## config.mk

```make
export PLATFORM = sky130hd
export DESIGN_NAME = load_store_unit
export DESIGN_NICKNAME = d
export VERILOG_FILES = /design/src/rtl/lsu_pkg.sv /design/src/rtl/lsu_align.sv /design/src/rtl/load_store_unit.sv
export SDC_FILE = /design/constraint.sdc
export NUM_CORES = 1
export LEC_CHECK = 0
export BUFFER_PORTS_ARGS = -buffer_cell sky130_fd_sc_hd__buf_4
export CAP_MARGIN = 0
export CORE_ASPECT_RATIO = 0.6
export CORE_MARGIN = 8
export CORE_UTILIZATION = 58
export CTS_CLUSTER_SIZE = 12
export DETAILED_ROUTE_END_ITERATION = 6
export PLACE_DENSITY = 0.86
export SYNTH_ARGS = -nofsm -noshare
export SYNTH_HDL_FRONTEND = slang
export SYNTH_HIERARCHICAL = 1
export SYNTH_SLANG_ARGS = --single-unit
```

## constraint.sdc

```tcl
create_clock -name clk -period 12.35 [get_ports clk]
set_clock_uncertainty 0.15 [all_clocks]
set_input_delay 2.47 -clock clk [delete_from_list [all_inputs] [get_ports clk]]
set_output_delay 2.47 -clock clk [all_outputs]
set_load 0.02 [all_outputs]
```

## src/rtl/lsu_pkg.sv

```systemverilog
// Shared definitions for the load/store unit: funct3 encodings, FSM states
// and request legality decode.
package lsu_pkg;

  localparam logic [2:0] F3_B  = 3'b000;
  localparam logic [2:0] F3_H  = 3'b001;
  localparam logic [2:0] F3_W  = 3'b010;
  localparam logic [2:0] F3_BU = 3'b100;
  localparam logic [2:0] F3_HU = 3'b101;

  typedef enum logic [2:0] {
    IDLE,
    LOAD,
    RMW_RD,
    STORE,
    RESP
  } lsu_state_e;

  // True when the request must be answered with an error and no memory access.
  function automatic logic req_illegal(input logic       we,
                                       input logic [2:0] funct3,
                                       input logic [1:0] addr_lo);
    logic legal_f3;
    logic misaligned;
    if (we) legal_f3 = funct3 inside {F3_B, F3_H, F3_W};
    else    legal_f3 = funct3 inside {F3_B, F3_H, F3_W, F3_BU, F3_HU};
    case (funct3[1:0])
      2'b01:   misaligned = addr_lo[0];
      2'b10:   misaligned = (addr_lo != 2'b00);
      default: misaligned = 1'b0;
    endcase
    return !legal_f3 || misaligned;
  endfunction

endpackage

```

## src/rtl/lsu_align.sv

```systemverilog
// Little-endian lane handling: load extract/extend and sub-word store merge.
module lsu_align
  import lsu_pkg::*;
(
  input  logic [31:0] rdata,
  input  logic [31:0] wdata,
  input  logic [1:0]  addr_lo,
  input  logic [2:0]  funct3,
  output logic [31:0] load_data,
  output logic [31:0] store_data
);

  function automatic logic [31:0] load_extend(input logic [31:0] word,
                                              input logic [1:0]  lane,
                                              input logic [2:0]  f3);
    logic [31:0] shifted;
    shifted = word >> {lane, 3'b000};
    case (f3)
      F3_B:    return {{24{shifted[7]}}, shifted[7:0]};
      F3_H:    return {{16{shifted[15]}}, shifted[15:0]};
      F3_BU:   return {24'h0, shifted[7:0]};
      F3_HU:   return {16'h0, shifted[15:0]};
      default: return word;
    endcase
  endfunction

  function automatic logic [31:0] store_merge(input logic [31:0] old_word,
                                              input logic [31:0] new_data,
                                              input logic [1:0]  lane,
                                              input logic [2:0]  f3);
    logic [31:0] merged;
    merged = old_word;
    case (f3)
      F3_B:    merged[{lane, 3'b000} +: 8]     = new_data[7:0];
      F3_H:    merged[{lane[1], 4'b0000} +: 16] = new_data[15:0];
      default: merged = new_data;
    endcase
    return merged;
  endfunction

  assign load_data  = load_extend(rdata, addr_lo, funct3);
  assign store_data = store_merge(rdata, wdata, addr_lo, funct3);

endmodule

```

## src/rtl/load_store_unit.sv

```systemverilog
// Load/store unit: accepts one core request at a time and drives a word-wide
// data memory with combinational read and synchronous write.
module load_store_unit
  import lsu_pkg::*;
#(
  parameter int ADDR_W = 32,
  parameter int DATA_W = 32  // only 32 is supported
) (
  input  logic              clk,
  input  logic              reset,
  input  logic              req_valid,
  output logic              req_ready,
  input  logic              req_we,
  input  logic [2:0]        req_funct3,
  input  logic [ADDR_W-1:0] req_addr,
  input  logic [DATA_W-1:0] req_wdata,
  output logic              resp_valid,
  output logic [DATA_W-1:0] resp_rdata,
  output logic              resp_err,
  output logic              mem_read,
  output logic              mem_write,
  output logic [ADDR_W-1:0] mem_addr,
  output logic [DATA_W-1:0] mem_wdata,
  input  logic [DATA_W-1:0] mem_rdata
);

  lsu_state_e        state_q, state_d;
  logic [2:0]        funct3_q;
  logic [ADDR_W-1:0] addr_q;
  logic [DATA_W-1:0] wdata_q;
  logic [DATA_W-1:0] merge_q;
  logic [DATA_W-1:0] load_data;
  logic [DATA_W-1:0] store_data;
  logic              accept;
  logic              accept_err;

  assign accept     = (state_q == IDLE) && req_valid;
  assign accept_err = req_illegal(req_we, req_funct3, req_addr[1:0]);

  lsu_align u_align (
    .rdata      (mem_rdata),
    .wdata      (wdata_q),
    .addr_lo    (addr_q[1:0]),
    .funct3     (funct3_q),
    .load_data  (load_data),
    .store_data (store_data)
  );

  // NOTE: sequential state uses non-blocking assignments so every register
  // samples pre-edge values regardless of block ordering.
  always_ff @(posedge clk or posedge reset) begin
    if (reset) state_q <= IDLE;
    else       state_q <= state_d;
  end

  // NOTE: every output of this block gets a default first so no path leaves
  // a signal unassigned, which would infer a latch.
  always_comb begin
    state_d    = state_q;
    req_ready  = 1'b0;
    mem_read   = 1'b0;
    mem_write  = 1'b0;
    resp_valid = 1'b0;
    unique case (state_q)
      IDLE: begin
        req_ready = 1'b1;
        if (req_valid) begin
          if (accept_err)                state_d = RESP;
          else if (!req_we)              state_d = LOAD;
          else if (req_funct3 == F3_W)   state_d = STORE;
          else                           state_d = RMW_RD;
        end
      end
      LOAD: begin
        mem_read = 1'b1;
        state_d  = RESP;
      end
      RMW_RD: begin
        mem_read = 1'b1;
        state_d  = STORE;
      end
      STORE: begin
        mem_write = 1'b1;
        state_d   = RESP;
      end
      RESP: begin
        resp_valid = 1'b1;
        state_d    = IDLE;
      end
      default: state_d = IDLE;
    endcase
  end

  // Memory port is decoded from state and registered fields only.
  always_comb begin
    mem_addr  = '0;
    mem_wdata = '0;
    if (mem_read || mem_write) mem_addr  = {addr_q[ADDR_W-1:2], 2'b00};
    if (mem_write)             mem_wdata = merge_q;
  end

  always_ff @(posedge clk or posedge reset) begin
    if (reset) begin
      funct3_q   <= '0;
      addr_q     <= '0;
      wdata_q    <= '0;
      merge_q    <= '0;
      resp_rdata <= '0;
      resp_err   <= 1'b0;
    end else begin
      unique case (state_q)
        IDLE: begin
          if (accept) begin
            funct3_q <= req_funct3;
            addr_q   <= req_addr;
            wdata_q  <= req_wdata;
            merge_q  <= req_wdata;
            if (accept_err) begin
              resp_rdata <= '0;
              resp_err   <= 1'b1;
            end
          end
        end
        LOAD: begin
          resp_rdata <= load_data;
          resp_err   <= 1'b0;
        end
        RMW_RD: merge_q <= store_data;
        STORE: begin
          resp_rdata <= '0;
          resp_err   <= 1'b0;
        end
        default: ;
      endcase
    end
  end

endmodule

```

Word level (Yosys, flattened, before mapping)
Cells that the tools add are included.
- add/sub/neg operators: 2
- equality and inequality tests: 16
- shift-type cells: 5
- mux-type cells: 25
- reduce and logical (&&, ||, !) cells: 19
- operators by type and width (kind ; count):
    32-bit two-way mux ; 5
    32-bit one-hot mux with 2 select lines ; 2
    32-bit one-hot mux with 4 select lines ; 1
    32-bit one-hot mux with 3 select lines ; 1
    32-bit bitwise mux ; 2
    16-bit by 7-bit variable shift with 32-bit output, first input constant ; 1
    8-bit by 7-bit variable shift with 32-bit output, first input constant ; 1
    16-bit by 7-bit variable part select with 32-bit output ; 1
    8-bit by 7-bit variable part select with 32-bit output ; 1
    32-bit by 5-bit >> shifter with 16-bit output ; 1
    3-bit equality test, second input constant ; 5
    5-bit negator with 7-bit output ; 2
    3-bit by 1-bit equality test with 1-bit output, second input constant ; 3
    3-bit by 2-bit equality test with 1-bit output, second input constant ; 3
    3-bit zero test ; 3
    3-bit one-hot mux with 3 select lines ; 1
    1-bit two-way mux ; 8
    3-bit two-way mux ; 2
    2-bit != test, second input constant ; 3
    3-bit AND reduction ; 2
    2-bit nonzero test ; 3
    3-bit nonzero test ; 2
    5-bit nonzero test ; 1
    1-bit one-hot mux with 2 select lines ; 2
    8 further kinds ; 11
- flip-flop bits (word level): 135
- bits of input ports: 103
- output and inout bits: 101
- logic and storage cells: 74

Depth between registers and ports, before layout
- word-level depth: 8
- depth in mapped cells: 10
- mapped depth without buffers: 8

By module
Netlist, hierarchy kept.
- by module, submodules not included (module ; instances ; cells an instance ; area each (µm²) ; sequential area each (µm²)):
    load_store_unit ; 1 ; 436 ; 5939.4 ; 3378.2
    lsu_align ; 1 ; 288 ; 1919.3 ; 0.0

Least setup slack after synthesis
No wires, ideal clock.
- path kind: input to register
- start point: input port req_funct3[0]
- end point: register resp_rdata[10]
- library setup time: 0.121 ns
- data arrival time: 3.708 ns
- data required time: 12.079 ns
- path slack: 8.371 ns
- stages on the path: 8
- path buffers: 2
- path through: inv_1 -> ha_1 -> o211a_1 -> a31oi_1 -> a211o_1 -> buf_4 -> buf_6 -> a22o_1
- word-level cells in the longest chain between the ends: 7
- elaborated cells between the ends (all ways): 15
- those cells by class: eq/ne (7); mux (2); reduce/logical (6)
- ends and longest elaborated chain (what ; line ; source):
    start, declared ; load_store_unit.sv:14 ; input logic [2:0] req_funct3,
    3-bit by 1-bit equality test with 1-bit output, or another cell as far along ; lsu_pkg.sv:25, lsu_pkg.sv:26 ;
    5-bit nonzero test or 3-bit nonzero test (tied branches) ; lsu_pkg.sv:26, lsu_pkg.sv:25 ;
    1-bit two-way mux ; lsu_pkg.sv:25 ; if (we) legal_f3 = funct3 inside {F3_B, F3_H, F3_W};
    1-bit zero test ; lsu_pkg.sv:32 ; return !legal_f3 || misaligned;
    1-bit logical OR * ; lsu_pkg.sv:32 ;
    2-bit != test (no line) * ; -- ;
    3-bit AND reduction (no line) * ; -- ;
    end signal, assigned ; load_store_unit.sv:125 ; resp_rdata <= load_data;
    end, declared ; load_store_unit.sv:18 ; output logic [DATA_W-1:0] resp_rdata,
Every way passes the cells marked *; elsewhere a longest branch is shown, timed or not.
A chain may end at the register's enable or synchronous reset.

Worst setup path after layout
- start point: register state_q[1]
- end point: output port mem_addr[25]
- word-level cells in the longest chain between the ends: 5
- elaborated cells between the ends (all ways): 8
- those cells by class: eq/ne (3); mux (3); reduce/logical (2)
- ends and longest elaborated chain (what ; line ; source):
    start, declared ; load_store_unit.sv:27 ; lsu_state_e state_q, state_d;
    start signal, assigned ; load_store_unit.sv:53 ; else state_q <= state_d;
    3-bit by 2-bit equality test with 1-bit output or 3-bit by 1-bit equality test with 1-bit output (tied branches) ; load_store_unit.sv:64 ; unique case (state_q)
    2-bit OR reduction (no line) ; -- ;
    1-bit two-way mux ; load_store_unit.sv:64 ;
    1-bit logical OR * ; load_store_unit.sv:98 ; if (mem_read || mem_write) mem_addr = {addr_q[ADDR_W-1:2], 2'b00};
    32-bit two-way mux * ; load_store_unit.sv:98 ;
    end, declared ; load_store_unit.sv:22 ; output logic [ADDR_W-1:0] mem_addr,
Marks and branches as above.

==> results.tsv <==
metric	value	unit
core_region_area	0.0135	sq mm
period_needed	5.46	ns
ant_nets	0	
max_stage_delay	1.07	ns
die_w	166	um
path_class	flop to primary output	
syn2layout_area_growth	25.0	%
maxCapViolCount	0	
relSlewSlack	18.9	%
overflow	0	
h-tree-depth	4	
ys_ff_latch	135	
yosys-top-cells-count	dfrtp_1 (135), a22o_1 (73), mux2_2 (65)	
synth_cells	724	
num_vias	6992	
p_leak	5.00	nW
max_freq	183	MHz
ys_seq_area_share	43.0	%
path_clk_slew	0.06	ns
antenna_found_initial	0	
multi_input_area	0.00398	sq mm
cts_buffers	17	
status	complete, no violations	
cp-end-kind	primary output	
drtPass1Iterations	5	
dieArea	0.0177	sq mm
slew_viol_final	0	
cts_setup_buffers	0	
cp_cell_sequence	nor2_1 > nor2_2 > and2_1 > buf_4	
start_util	58.4	%
cts_tree	done	
yosysUniqueCellTypes	54	
dieHeight	106	um
path_max_fanout	38	
wl_per_cell	23.7	um
drt_first_iter_violations	793	
clkLatencyLatePin	0.43	ns
cts_resized	0	
period_share	44.2	%
ys_warn_count	6	
grt_pass1_wl	39.7	mm
synth_area_leaders	dfrtp_1 (43%), mux2_2 (9.3%), a22o_1 (8.1%)	
hpwl	18.2	mm
grt_usage	28.2	%
port_buffers	201	
grt_pass1_vias	6952	
syn_area	0.00786	sq mm
synth_top_area_cell	dfrtp_1	
clock-root-buffer	clkbuf_16	
cp_data_required_time	9.73	ns
power_density	229	mW/mm^2
fin_nets	998	
drc	0	
crit_arrival	2.84	ns
synthArstFlopShare	100	%
worst_pin_slew	1.21	ns
synth_edf_count	0	
whs	0.319	ns
ios	204	
cts_buffer_depth	2	
place_congestion	0.910	
hold_buffers	0	
rows	33	
n_antenna_cell	0	
hold_viol	0	
synth-main-ff-cell	dfrtp_1	
startpoint_type	flop	
grt_max_degree	84	
hp-class	flop to flop	
drive_gt1_share	37.1	%
seq_area	0.00338	sq mm
fill_cells	926	
clock_sinks	135	
r2r_slack	9.06	ns
yosysMostFrequentCell	dfrtp_1	
finalSetupTns	0	ns
syn_area_per_cell	10.9	sq um
rsz0062_at_grt	false	
synth_top_area_share	43.0	%
slowest_stage	dfrtp_1	
final-setup-viol-count	0	
vias_per_cell	6.50	
wl	25.4	mm
ir_worst_vdd	0.000171	V
-- flip-flops by register name (all words and copies together), names as in the netlist --
register    cells
funct3_q        3
addr_q         32
resp_rdata     32
state_q         3
resp_err        1
wdata_q        32
merge_q        32
-- routing by layer --
metal	wire length, um	vias up	global-route usage, %
met2	11400	464	42.5
met4	328	0	6.40
li1	-	3018	-
met1	10600	3460	38.4
met3	3150	50	10.4
met5	0	-	0
-- per-stage QoR --
| step | util, % | total power, mW | area (sq um) | setup WS (ns) | cells |
|---|---|---|---|---|---|
| 2_1_floorplan | - | 1.43 | 7860 | 6.12 | 725 |
| 5_1_grt | 73.0 | 2.36 | 9830 | 6.71 | 1075 |
| 4_1_cts | 73.0 | 2.23 | 9820 | 6.53 | 1075 |
| 3_5_place_dp | 68.5 | 1.69 | 9220 | 7.03 | 1043 |
| 3_3_place_gp | 68.5 | 1.65 | 9220 | 7.34 | 1043 |
| 6_report | 73.0 | 2.25 | 9830 | 6.89 | 1075 |
-- kinds of logic after synthesis --
group                    after synthesis  synth area share (%)
AO/OA/AOI/OAI                        254                  24.4
XOR/XNOR                               1                 0.111
adder cells (fa/ha/maj)                8                  1.27
buffers and inverters                 84                  6.48
flip-flops                           135                  43.0
multiplexers                          92                  13.5
other                                  1                0.0477
AND/OR/NAND/NOR                      149                  11.1
-- critical path: cells and delay by family, from the launching register on --
| kind | cells | cell delay [ns] |
|---|---|---|
| DFF | 1 | 1.07 |
| buffers and inverters | 1 | 0.15 |
| and+or+nand+nor | 3 | 1.18 |
-- final cells by class --
class                   instances  share of cell area, %
repair buffers                210                   16.0
multi-input cells             506                   40.5
clock inverters                15                   1.85
well taps                     175                   2.23
clock buffers                  17                   4.33
flip-flops and latches        135                   34.4
inverters                      17                  0.675
-- cell usage in the layout (no fill, tap or decap), drive strengths merged, types with 23 or more instances in the layout --
master	synthesis	final
nand2	23	23
o21ai	32	32
a22o	73	73
a21o	49	49
mux2	75	75
dfrtp	135	135
a21oi	28	28
inv	16	26
and3	33	33
and2	34	34
buf	42	210
-- report_power, final --
group	switching, mW	total [mW]	internal (mW)
sequential	0.151	0.766	0.615
combinational	0.521	0.955	0.434
clock	0.224	0.531	0.307
-- final timing paths --
kind / startpoint / to / cells past startpoint
max: state_q[1]$_DFFE_PP0P_ / mem_addr[25] / 4
min: merge_q[22]$_DFFE_PP0P_ / merge_q[22]$_DFFE_PP0P_ / 1
max reg2reg: state_q[1]$_DFFE_PP0P_ / merge_q[30]$_DFFE_PP0P_ / 5
min reg2reg: merge_q[22]$_DFFE_PP0P_ / merge_q[22]$_DFFE_PP0P_ / 1
max in group asynchronous: reset / wdata_q[26]$_DFFE_PP0P_ / 3
min in group asynchronous: reset / resp_rdata[4]$_DFFE_PP0P_ / 2
Note: power is estimated with default switching activity, not from simulation.
